### src/rtl/instruction_fetcher_pkg.sv
// Shared fetch-stage definitions: truth constants, fetch FSM encoding and the
// issued-instruction payload.
package instruction_fetcher_pkg;

   localparam int unsigned XLEN = 32;

   localparam logic TRUE  = 1'b1;
   localparam logic FALSE = 1'b0;

   typedef enum logic {
      FETCH_IDLE = 1'b0,
      FETCH_MISS = 1'b1
   } fetch_state_e;

   typedef struct packed {
      logic [XLEN-1:0] inst;
      logic [XLEN-1:0] pc;
   } fetch_pkt_t;

   // Clears the byte offset so every fetch address is word aligned.
   function automatic logic [XLEN-1:0] word_align(input logic [XLEN-1:0] addr);
      return addr & ~XLEN'(3);
   endfunction

endpackage

### src/rtl/instruction_fetcher_icache_array.sv
// Direct-mapped, one-word-per-line instruction cache storage: combinational
// lookup, synchronous fill, valid bits cleared asynchronously by reset.
module instruction_fetcher_icache_array
   import instruction_fetcher_pkg::*;
#(
   parameter int unsigned IDX_W = 4,
   parameter int unsigned TAG_W = 26
) (
   input  logic             clk_in,
   input  logic             rst_in,
   input  logic [IDX_W-1:0] rd_idx,
   input  logic [TAG_W-1:0] rd_tag,
   output logic             hit_c,
   output logic [XLEN-1:0]  rd_data_c,
   input  logic             wr_en,
   input  logic [IDX_W-1:0] wr_idx,
   input  logic [TAG_W-1:0] wr_tag,
   input  logic [XLEN-1:0]  wr_data
);

   localparam int unsigned LINES = 1 << IDX_W;

   logic [LINES-1:0] valid_q;
   logic [TAG_W-1:0] tag_q  [LINES];
   logic [XLEN-1:0]  data_q [LINES];

   always_ff @(posedge clk_in or posedge rst_in) begin
      if (rst_in) begin
         valid_q <= '0;
      end else if (wr_en) begin
         valid_q[wr_idx] <= TRUE;
      end
   end

   // Tag and data need no reset: a line is only trusted once its valid bit is set.
   always_ff @(posedge clk_in) begin
      if (wr_en) begin
         tag_q[wr_idx]  <= wr_tag;
         data_q[wr_idx] <= wr_data;
      end
   end

   assign hit_c     = valid_q[rd_idx] && (tag_q[rd_idx] == rd_tag);
   assign rd_data_c = data_q[rd_idx];

endmodule

### src/rtl/instruction_fetcher.sv
// Fetch stage: holds the PC, looks it up in the icache, issues hits to the
// instruction queue and refills misses from the memory controller.
module instruction_fetcher
   import instruction_fetcher_pkg::*;
#(
   parameter int unsigned ICACHE_IDX_WIDTH = 4
) (
   input  logic            clk_in,
   input  logic            rst_in,
   input  logic            rdy_in,
   input  logic            jump_valid,
   input  logic [XLEN-1:0] jump_pc,
   output logic            mem_req,
   output logic [XLEN-1:0] mem_addr,
   input  logic            mem_done,
   input  logic [XLEN-1:0] mem_inst,
   input  logic            iq_full,
   output logic            inst_valid,
   output logic [XLEN-1:0] inst_out,
   output logic [XLEN-1:0] inst_pc
);

   localparam int unsigned IDX_LO = 2;
   localparam int unsigned TAG_LO = ICACHE_IDX_WIDTH + 2;
   localparam int unsigned TAG_W  = XLEN - TAG_LO;

   fetch_state_e    state_q, state_d;
   logic [XLEN-1:0] pc_q, pc_d;
   logic            mem_req_d;
   logic [XLEN-1:0] mem_addr_d;
   logic            inst_valid_d;
   fetch_pkt_t      issue_q, issue_d;

   logic            hit_c;
   logic [XLEN-1:0] rd_data_c;
   logic            fill_en_c;

   instruction_fetcher_icache_array #(
      .IDX_W (ICACHE_IDX_WIDTH),
      .TAG_W (TAG_W)
   ) u_icache_array (
      .clk_in    (clk_in),
      .rst_in    (rst_in),
      .rd_idx    (pc_q[TAG_LO-1:IDX_LO]),
      .rd_tag    (pc_q[XLEN-1:TAG_LO]),
      .hit_c     (hit_c),
      .rd_data_c (rd_data_c),
      .wr_en     (fill_en_c),
      .wr_idx    (mem_addr[TAG_LO-1:IDX_LO]),
      .wr_tag    (mem_addr[XLEN-1:TAG_LO]),
      .wr_data   (mem_inst)
   );

   always_ff @(posedge clk_in or posedge rst_in) begin
      if (rst_in) begin
         state_q    <= FETCH_IDLE;
         pc_q       <= '0;
         mem_req    <= FALSE;
         mem_addr   <= '0;
         inst_valid <= FALSE;
         issue_q    <= '0;
      end else begin
         state_q    <= state_d;
         pc_q       <= pc_d;
         mem_req    <= mem_req_d;
         mem_addr   <= mem_addr_d;
         inst_valid <= inst_valid_d;
         issue_q    <= issue_d;
      end
   end

   // A redirect wins over any lookup result; an outstanding refill is never
   // aborted, so its line is still written when the data returns.
   always_comb begin
      state_d      = state_q;
      pc_d         = pc_q;
      mem_req_d    = mem_req;
      mem_addr_d   = mem_addr;
      inst_valid_d = FALSE;
      issue_d      = issue_q;
      fill_en_c    = FALSE;

      if (rdy_in) begin
         case (state_q)
            FETCH_IDLE: begin
               if (!jump_valid && !hit_c) begin
                  state_d    = FETCH_MISS;
                  mem_req_d  = TRUE;
                  mem_addr_d = pc_q;
               end else if (!jump_valid && !iq_full) begin
                  inst_valid_d = TRUE;
                  issue_d.inst = rd_data_c;
                  issue_d.pc   = pc_q;
                  pc_d         = pc_q + XLEN'(4);
               end
            end
            FETCH_MISS: begin
               if (mem_done) begin
                  fill_en_c = TRUE;
                  mem_req_d = FALSE;
                  state_d   = FETCH_IDLE;
               end
            end
            default: state_d = FETCH_IDLE;
         endcase

         if (jump_valid) begin
            pc_d = word_align(jump_pc);
         end
      end
   end

   assign inst_out = issue_q.inst;
   assign inst_pc  = issue_q.pc;

endmodule
### config.mk
export PLATFORM = sky130hd
export DESIGN_NAME = instruction_fetcher
export DESIGN_NICKNAME = d
export VERILOG_FILES = /design/src/rtl/instruction_fetcher_pkg.sv /design/src/rtl/instruction_fetcher_icache_array.sv /design/src/rtl/instruction_fetcher.sv
export SDC_FILE = /design/constraint.sdc
export NUM_CORES = 1
export LEC_CHECK = 0
export BUFFER_PORTS_ARGS = -buffer_cell sky130_fd_sc_hd__buf_4
export CAP_MARGIN = 5
export CORE_MARGIN = 3
export CORE_UTILIZATION = 55
export CTS_CLUSTER_DIAMETER = 200
export DETAILED_ROUTE_END_ITERATION = 12
export PLACE_DENSITY = 0.83
export SLEW_MARGIN = 20
export SYNTH_ARGS = -nofsm -noshare
export SYNTH_HDL_FRONTEND = slang
export SYNTH_SLANG_ARGS = --single-unit
### constraint.sdc
create_clock -name clk_in -period 16.7 [get_ports clk_in]
set_input_delay 0.835 -clock clk_in [delete_from_list [all_inputs] [get_ports clk_in]]
set_output_delay 0.835 -clock clk_in [all_outputs]
set_load 0.05 [all_outputs]
==> results of run 1 <==
state kept, by name, summed over array words and instances (netlist names):
signal                  count
inst_pc                    30
mem_addr                   30
u_icache_array.valid_q     16
inst_out                   32
u_icache_array.data_q     512
state_q                     1
u_icache_array.tag_q      416
pc_q                       30
inst_valid                  1
mem_req                     1
worst reg2reg max path: stages, from the launching register on:
cell	delay [ns]
dfrtp_4	1.04
buf_6	0.77
buf_4	0.96
mux4_2	0.61
mux2i_1	0.32
o221ai_1	0.25
a2111oi_0	0.48
and4b_1	0.30
nand4_2	0.35
nor3_4	0.27
buf_4	0.69
mux2_2	0.45
per-stage QoR:
step	utilization, %	total power, mW	instance area, um^2
floorplan	-	3.83	42700
global placement	58.9	4.12	45000
detailed placement	58.9	4.15	45000
CTS	63.4	6.46	48400
global route	63.5	6.63	48500
finish	63.5	6.45	48500
power groups by stage:
| stage | clock, mW | sequential [mW] | combinational, mW |
|---|---|---|---|
| global placement | 0 | 3.32 | 0.793 |
| detailed placement | 0 | 3.34 | 0.810 |
| CTS | 2.34 | 3.29 | 0.823 |
| floorplan | 0 | 3.34 | 0.492 |
| global route | 2.44 | 3.32 | 0.868 |
| finish | 2.32 | 3.30 | 0.828 |
cells in the final DEF, fill, tap and decap left out, types with 5 or more instances in the layout:
master	synthesis	routed
edfxtp_1	928	928
mux4_2	224	224
buf_4	19	203
dfrtp_1	141	137
mux2i_1	118	118
clkbuf_16	0	104
mux2_2	86	86
nand2_1	52	52
nor2_1	63	51
nand3_1	31	31
a22oi_1	30	30
nor3_1	32	28
a211oi_1	21	21
or2_2	21	21
clkbuf_1	62	21
a21oi_1	20	20
clkinv_2	0	18
inv_1	21	18
clkinv_1	1	18
o21ai_0	17	17
nor2b_1	15	14
a22o_1	14	14
and3_1	13	13
nor4_1	13	13
nand2b_1	12	12
xnor2_1	12	12
nand3b_1	12	12
nor2_4	0	12
clkbuf_8	0	12
mux2_1	11	11
a2111oi_0	10	10
nand4_1	9	9
xor2_1	8	8
and4_1	7	7
bufinv_16	0	7
o22ai_1	6	6
a31oi_1	7	6
or4_1	6	6
clkinvlp_4	0	6
a21o_1	5	5
cell families after synthesis:
family                   share of synthesized area [%]
AO/OA/AOI/OAI                                     3.08
multiplexers                                      17.2
other                                          0.00879
AND/OR/NAND/NOR                                   3.87
flip-flops                                        73.6
buffers and inverters                             1.82
adder cells (fa/ha/maj)                         0.0293
XOR/XNOR                                         0.411
per-layer routing:
metal	GRT usage, %	vias up	share of wire [%]	wire length (um)
met5	0	-	0	0
met4	10.4	0	3.7	4050
met3	6.03	284	10	11000
met2	42.7	1548	49	53500
met1	36.4	12000	37	40200
li1	-	9260	-	-
synthesized netlist by cell type (17+ instances only):
| cell | n |
|---|---|
| a211oi_1 | 21 |
| a21oi_1 | 20 |
| a22oi_1 | 30 |
| buf_1 | 24 |
| buf_2 | 18 |
| buf_4 | 19 |
| clkbuf_1 | 62 |
| dfrtp_1 | 141 |
| edfxtp_1 | 928 |
| inv_1 | 21 |
| mux2_2 | 86 |
| mux2i_1 | 118 |
| mux4_2 | 224 |
| nand2_1 | 52 |
| nand3_1 | 31 |
| nor2_1 | 63 |
| nor3_1 | 32 |
| o21ai_0 | 17 |
| or2_2 | 21 |
area by class of cell:
class	count	area (um^2)	area share, %
Tap cell	1030	1290	2.66
Clock inverter	56	563	1.16
Clock buffer	137	2850	5.87
Timing Repair Buffer	209	1670	3.43
Antenna cell	4	10.0	0.0206
Inverter	23	92.6	0.191
Sequential cell	1069	31400	64.8
Multi-Input combinational cell	948	10600	21.9
worst max path at each step:
| stage | end | depth (start not counted) | slack [ns] | start |
|---|---|---|---|---|
| after floorplan | u_icache_array.valid_q[0]$_DFFE_PP0P_ | 4 | 10.83 | mem_done |
| after global placement | inst_out[25]$_DFFE_PP0P_ | 11 | 10.07 | pc_q[3]$_DFFE_PP0P_ |
| after detailed placement | inst_pc[5]$_DFFE_PP0P_ | 11 | 9.91 | pc_q[3]$_DFFE_PP0P_ |
| after CTS | inst_pc[4]$_DFFE_PP0P_ | 11 | 9.84 | pc_q[3]$_DFFE_PP0P_ |
| after global routing | inst_pc[4]$_DFFE_PP0P_ | 11 | 9.80 | pc_q[3]$_DFFE_PP0P_ |
| final | inst_pc[5]$_DFFE_PP0P_ | 11 | 10.10 | pc_q[3]$_DFFE_PP0P_ |
==> impl_metrics.csv, run 1 <==
group,metric,value,unit
clocking,clockBufferDepth,3,
detailed_routing,drt_wl_total,109000,um
synthesis,avgSynthCellArea,19.6,um^2
timing,fin_ws,10.10,ns
worst_setup_path,reg2reg_setup_slack,10.10,ns
clocking,cts_hold_buf,0,
worst_setup_path,cp_cell_sequence,"buf_6 > buf_4 > mux4_2 > mux2i_1 > o221ai_1 > a2111oi_0 > and4b_1 > nand4_2 > nor3_4 > buf_4 > mux2_2",
timing,final-hold-violation-count,0,
place,io_buffer_count,161,
pwr,leakage,16.8,nW
pwr,vdd_drop_max,0.000107,V
place,globalplace.congestion,0.931,
clocking,cts_resized,0,
grt,antenna_found_initial,3,
synthesis,ys_seq_area_share,73.6,%
timing,setup_violations,0,
place,dp_hpwl,58400,um
synthesis,synthCells,2172,
pwr,p_int,4.75,mW
synthesis,synth_top_flop_cell,"edfxtp_1",
timing,layout_min_cycle_time,6.60,ns
detailed_routing,antenna_left,0,
timing,fin_skew,0.0492,ns
floorplan,die_w,284,um
floorplan,num_rows,101,
timing,slew_viol_final,0,
synthesis,ys_types,76,
pwr,pwr-share-clk,36.0,%
pwr,p_switching,1.70,mW
synthesis,async_flop_share,13.2,%
detailed_routing,via_count,23100,
floorplan,core,76300,um^2
worst_setup_path,path_delay_family,"buffers and inverters",
grt,grt_max_degree,129,
worst_setup_path,critPathKind,"flop to flop",
clocking,post_cts_buffers,0,
floorplan,io_pins,168,
synthesis,yosysTopAreaCellShare,65.3,%
floorplan,fp.dieArea,80900,um^2
synthesis,netlist_area,42600,um^2
place,place_inst,3276,
pwr,swShare,26.3,%
synthesis,synth_top_cells_by_area,"edfxtp_1, mux4_2, dfrtp_1",
detailed_routing,drc,0,
timing,min_period_over_period,39.5,%
pwr,power_density,133,nW/um^2
clocking,insertion_delay,0.69,ns
timing,slew_headroom,30.2,%
clocking,cts_sinks,1069,
worst_setup_path,end_kind,"flop",
worst_setup_path,worst-r2r-cell-count,11,
cells_and_area,instances_no_fill,3476,
timing,fin_hold_ws,0.192,ns
worst_setup_path,critical_path.slowest_cell,"dfrtp_4",
clocking,cts_tree,"yes",
cells_and_area,finalNetCount,2424,
grt,grt_pass1_vias,23300,
grt,grt_use_total,26.7,%
timing,fin_setup_tns,0,ns
pwr,seq_power_share,51.2,%
synthesis,synth_edf_count,928,
worst_setup_path,cpMostUsedCell,"buf_4",
worst_setup_path,cp.arrival,7.15,ns
detailed_routing,routed_via_density,6.63,
job,maxCapViolCount,0,
floorplan,start_util,55.9,%
worst_setup_path,r2r_end,"inst_pc[5]$_DFFE_PP0P_",
synthesis,yosysTopAreaCell,"edfxtp_1",
place,dp_slack,9.91,ns
cells_and_area,drive_gt1_share,29.7,%
cells_and_area,area_growth,13.7,%
grt,overflow,0,
detailed_routing,routedWlPerCell,31.3,um
timing,tightest_slew,1.04,ns
worst_setup_path,rr_startpoint,"pc_q[3]$_DFFE_PP0P_",
detailed_routing,firstDrtPassIters,7,
clocking,clk_pin_slew,0.07,ns
synthesis,synth-seq-cells,1069,
grt,grt_pass1_wl,158000,um
timing,clock.fmax,152,MHz
clocking,cts_buffers,102,
pwr,combPwrFrac,12.9,%
synthesis,ys_warn_count,0,
run_status,status,"finished, final reports clean",
floorplan,die_h,284,um
clocking,root_buffer,"clkbuf_16",
worst_setup_path,crit_required,17.25,ns
hold_path,hold_class,"input port to asynchronous set/reset pin",
worst_setup_path,crit_path_max_fanout,69,
cells_and_area,nFillCells,4949,
detailed_routing,drtIter0Drc,3136,
worst_setup_path,cp_num_buf_inv,3,
worst_setup_path,crit_path_start_kind,"flop",
worst_setup_path,critPathMaxStageDelay,1.04,ns
clocking,h-tree-depth,3,
timing,rsz0062_at_grt,"no",
Power figures use the tool's default switching activity.
==> inputs of run 2 (changes only) <==
--- a/config.mk
+++ b/config.mk
@@ -5,13 +5,14 @@
 export SDC_FILE = /design/constraint.sdc
 export NUM_CORES = 1
 export LEC_CHECK = 0
+export ABC_AREA = 1
 export BUFFER_PORTS_ARGS = -buffer_cell sky130_fd_sc_hd__buf_4
 export CAP_MARGIN = 5
 export CORE_MARGIN = 3
 export CORE_UTILIZATION = 55
 export CTS_CLUSTER_DIAMETER = 200
 export DETAILED_ROUTE_END_ITERATION = 12
-export PLACE_DENSITY = 0.83
+export PLACE_DENSITY = 0.86
 export SLEW_MARGIN = 20
 export SYNTH_ARGS = -nofsm -noshare
 export SYNTH_HDL_FRONTEND = slang
==> constraint.sdc (replaced) <==
create_clock -name clk_in -period 5.97 [get_ports clk_in]
set_input_delay 0.2985 -clock clk_in [delete_from_list [all_inputs] [get_ports clk_in]]
set_output_delay 0.2985 -clock clk_in [all_outputs]
set_load 0.05 [all_outputs]
==> run 2 against run 1 <==
Net effect: non-clock buffer count up 57; hold slack got worse by 0.17 ns; clock power rose to 2.8 times the previous value; largest power group unchanged.
==> impl_metrics.csv, run 2 <==
group,metric,value,unit
timing,fin_hold_ws,0.0225,ns
worst_setup_path,crit_required,6.56,ns
worst_setup_path,end_kind,"flop",
worst_setup_path,reg2reg_setup_slack,1.26,ns
worst_setup_path,critical_path.slowest_cell,"inv_6",
synthesis,synth_most_common_cell,"nand2_1",
cells_and_area,final_cell_mix,"nand2_1, edfxtp_1, nor2_1",
detailed_routing,drtIter0Drc,4514,
pwr,leakage,19.8,nW
cells_and_area,area_growth,13.7,%
floorplan,core,79500,um^2
clocking,clk_pin_slew,0.06,ns
synthesis,yosysTopAreaCell,"edfxtp_1",
job,maxCapViolCount,0,
synthesis,avgSynthCellArea,11.1,um^2
timing,setup_violations,0,
grt,antenna_found_initial,0,
synthesis,ys_seq_area_share,70.6,%
worst_setup_path,critPathMaxStageDelay,0.84,ns
hold_path,min_path_cells,5,
synthesis,synth_edf_count,928,
grt,grt_max_degree,248,
synthesis,ys_types,37,
timing,fin_setup_tns,0,ns
timing,fin_skew,0.0386,ns
worst_setup_path,path_delay_family,"buffers and inverters",
synthesis,ys_warn_count,0,
cells_and_area,largest_reg_flops,512,
cells_and_area,finalNetCount,4200,
clocking,h-tree-depth,3,
place,dp_hpwl,63400,um
pwr,power.total,18.2,mW
floorplan,start_util,55.9,%
timing,slew_viol_final,0,
worst_setup_path,cp.arrival,5.30,ns
cells_and_area,diodes,0,
place,globalplace.congestion,0.910,
synthesis,synth_top_flop_cell,"edfxtp_1",
synthesis,synth_top_cells_by_area,"edfxtp_1, nand2_1, dfrtp_1",
worst_setup_path,r2r_end,"mem_addr[6]$_DFFE_PP0P_",
hold_path,hold_start,"jump_pc[31]",
detailed_routing,firstDrtPassIters,7,
run_status,status,"finished, final reports clean",
worst_setup_path,worst-r2r-cell-count,19,
pwr,power_density,360,nW/um^2
floorplan,io_pins,168,
cells_and_area,regMostFlops,"u_icache_array.data_q",
cells_and_area,drive_gt1_share,9.39,%
synthesis,netlist_area,44500,um^2
detailed_routing,drt_wl_total,121000,um
worst_setup_path,crit_path_max_fanout,117,
cells_and_area,final_area,50500,um^2
clocking,root_buffer,"clkbuf_16",
detailed_routing,routed_via_density,6.10,
worst_setup_path,cp_cell_sequence,"inv_6 > buf_4 > nand2_1 > nand2_1 > nand2_1 > nand2_1 > inv_1 > nand2_1 > nand2_1 > nand2_1 > nand2_1 > nor2_1 > nand3_1 > nor2_2 > inv_2 > nand2_1 > buf_4 > nand2_1 > nand2_1",
cells_and_area,final_util,63.6,%
place,io_buffer_count,161,
place,dpl_cell_area,46400,um^2
clocking,cts_tree,"yes",
grt,grt_use_total,27.7,%
timing,rsz0062_at_grt,"no",
worst_setup_path,crit_path_start_kind,"flop",
timing,slew_headroom,12.4,%
clocking,insertion_delay,0.70,ns
detailed_routing,routedWlPerCell,22.9,um
synthesis,synth-seq-cells,1069,
timing,clock.fmax,212,MHz
timing,tightest_slew,1.31,ns
timing,layout_min_cycle_time,4.71,ns
pwr,vdd_drop_max,0.000316,V
worst_setup_path,cp_num_buf_inv,5,
clocking,clockBufferDepth,3,
grt,overflow,0,
timing,final-hold-violation-count,0,
clocking,cts_sinks,1069,
synthesis,yosysTopAreaCellShare,62.7,%
grt,grt_pass1_wl,182000,um
worst_setup_path,critPathKind,"flop to flop",
synthesis,synthTopCellsByCount,"nand2_1, edfxtp_1, nor2_1",
grt,grt_pass1_vias,31600,
worst_setup_path,rr_startpoint,"pc_q[3]$_DFFE_PP0P_",
hold_path,hold_end,"pc_q[31]$_DFFE_PP0P_",
floorplan,num_rows,103,
worst_setup_path,cpMostUsedCell,"nand2_1",
detailed_routing,drc,0,
cells_and_area,final_common_cell,"nand2_1",
timing,min_period_over_period,78.8,%
detailed_routing,antenna_left,0,
floorplan,fp.dieArea,84300,um^2
floorplan,die_h,290,um
synthesis,synthCells,3997,
floorplan,die_w,290,um
clocking,cts_buffers,104,
detailed_routing,via_count,32100,
cells_and_area,nFillCells,5364,
hold_path,hold_class,"input port to flop",
synthesis,async_flop_share,13.2,%
run 2: cell types whose count changed in the layout (fill, tap and decap cells not counted), moves of 67 or more:
cell / delta
nand2_1: +956
nor2_1: +320
nand3_1: +302
o21ai_0: +291
inv_1: +289
mux4_2: -224
mux2i_1: -118
mux2_2: -86
o22ai_1: +77
o21ai_1: +67
run 2: kinds of logic (layout without fill, tap and decap cells):
group / after synthesis / after routing / synth area share (%)
compound gates: 585 / 585 / 7.79
buf+inv: 564 / 783 / 5.31
flops: 1069 / 1069 / 70.6
fa+ha+maj: 1 / 1 / 0.0281
other cells: 1 / 4 / 0.00843
xor+xnor: 13 / 13 / 0.256
simple gates: 1764 / 1764 / 16.0
run 2: final cells by class:
class / instances / area [um^2] / area share (%)
inverter: 321 / 1230 / 2.43
tap: 1050 / 1310 / 2.60
clock inverter: 50 / 598 / 1.18
timing repair buffer: 266 / 2290 / 4.53
multi-input combinational: 2367 / 10900 / 21.5
clock buffer: 146 / 2850 / 5.64
sequential: 1069 / 31400 / 62.1
run 2: power breakdown:
group | total [mW] | internal [mW] | switching (mW)
registers | 8.82 | 8.47 | 0.357
clock network | 6.61 | 3.79 | 2.82
logic | 2.75 | 0.772 | 1.98
run 2: worst max path at each step:
stage                        start                       end  depth (start not counted)
5_1_grt        pc_q[3]$_DFFE_PP0P_  inst_out[14]$_DFFE_PP0P_                         18
2_1_floorplan               rst_in   inst_out[0]$_DFFE_PP0P_                          1
3_3_place_gp   pc_q[3]$_DFFE_PP0P_  mem_addr[21]$_DFFE_PP0P_                         19
4_1_cts        pc_q[3]$_DFFE_PP0P_   mem_addr[6]$_DFFE_PP0P_                         19
3_5_place_dp   pc_q[3]$_DFFE_PP0P_  inst_out[14]$_DFFE_PP0P_                         18
6_report       pc_q[3]$_DFFE_PP0P_   mem_addr[6]$_DFFE_PP0P_                         19
run 2: worst reg2reg max path, delay by kind of cell, from the launching register on:
family                 cells  cell delay (ns)
buffers and inverters      5             2.21
and+or+nand+nor           14             1.68
DFF                        1             0.74
run 2: routing by layer:
| layer | GRT usage (%) | wire [um] | vias to the layer above |
|---|---|---|---|
| li1 | - | - | 14000 |
| met1 | 34.4 | 41600 | 15200 |
| met2 | 46.2 | 59400 | 2365 |
| met3 | 5.18 | 12700 | 513 |
| met4 | 15.5 | 7050 | 0 |
| met5 | 0 | 0 | - |
run 2: stage by stage:
stage          setup WS [ns]  std cells
6_report                1.26       5269
5_1_grt                 1.11       5269
4_1_cts                 1.46       5266
3_5_place_dp            1.59       5012
3_3_place_gp            1.68       5010
2_1_floorplan           1.89       4000
run 2: what timing repair did:
| action | 4_1_cts | 5_1_grt |
|---|---|---|
| endpoints found under the hold margin | 624 | 0 |
| hold buffers | 58 | 0 |
| buffers inserted | 0 | 0 |
| resized for setup | 0 | 0 |
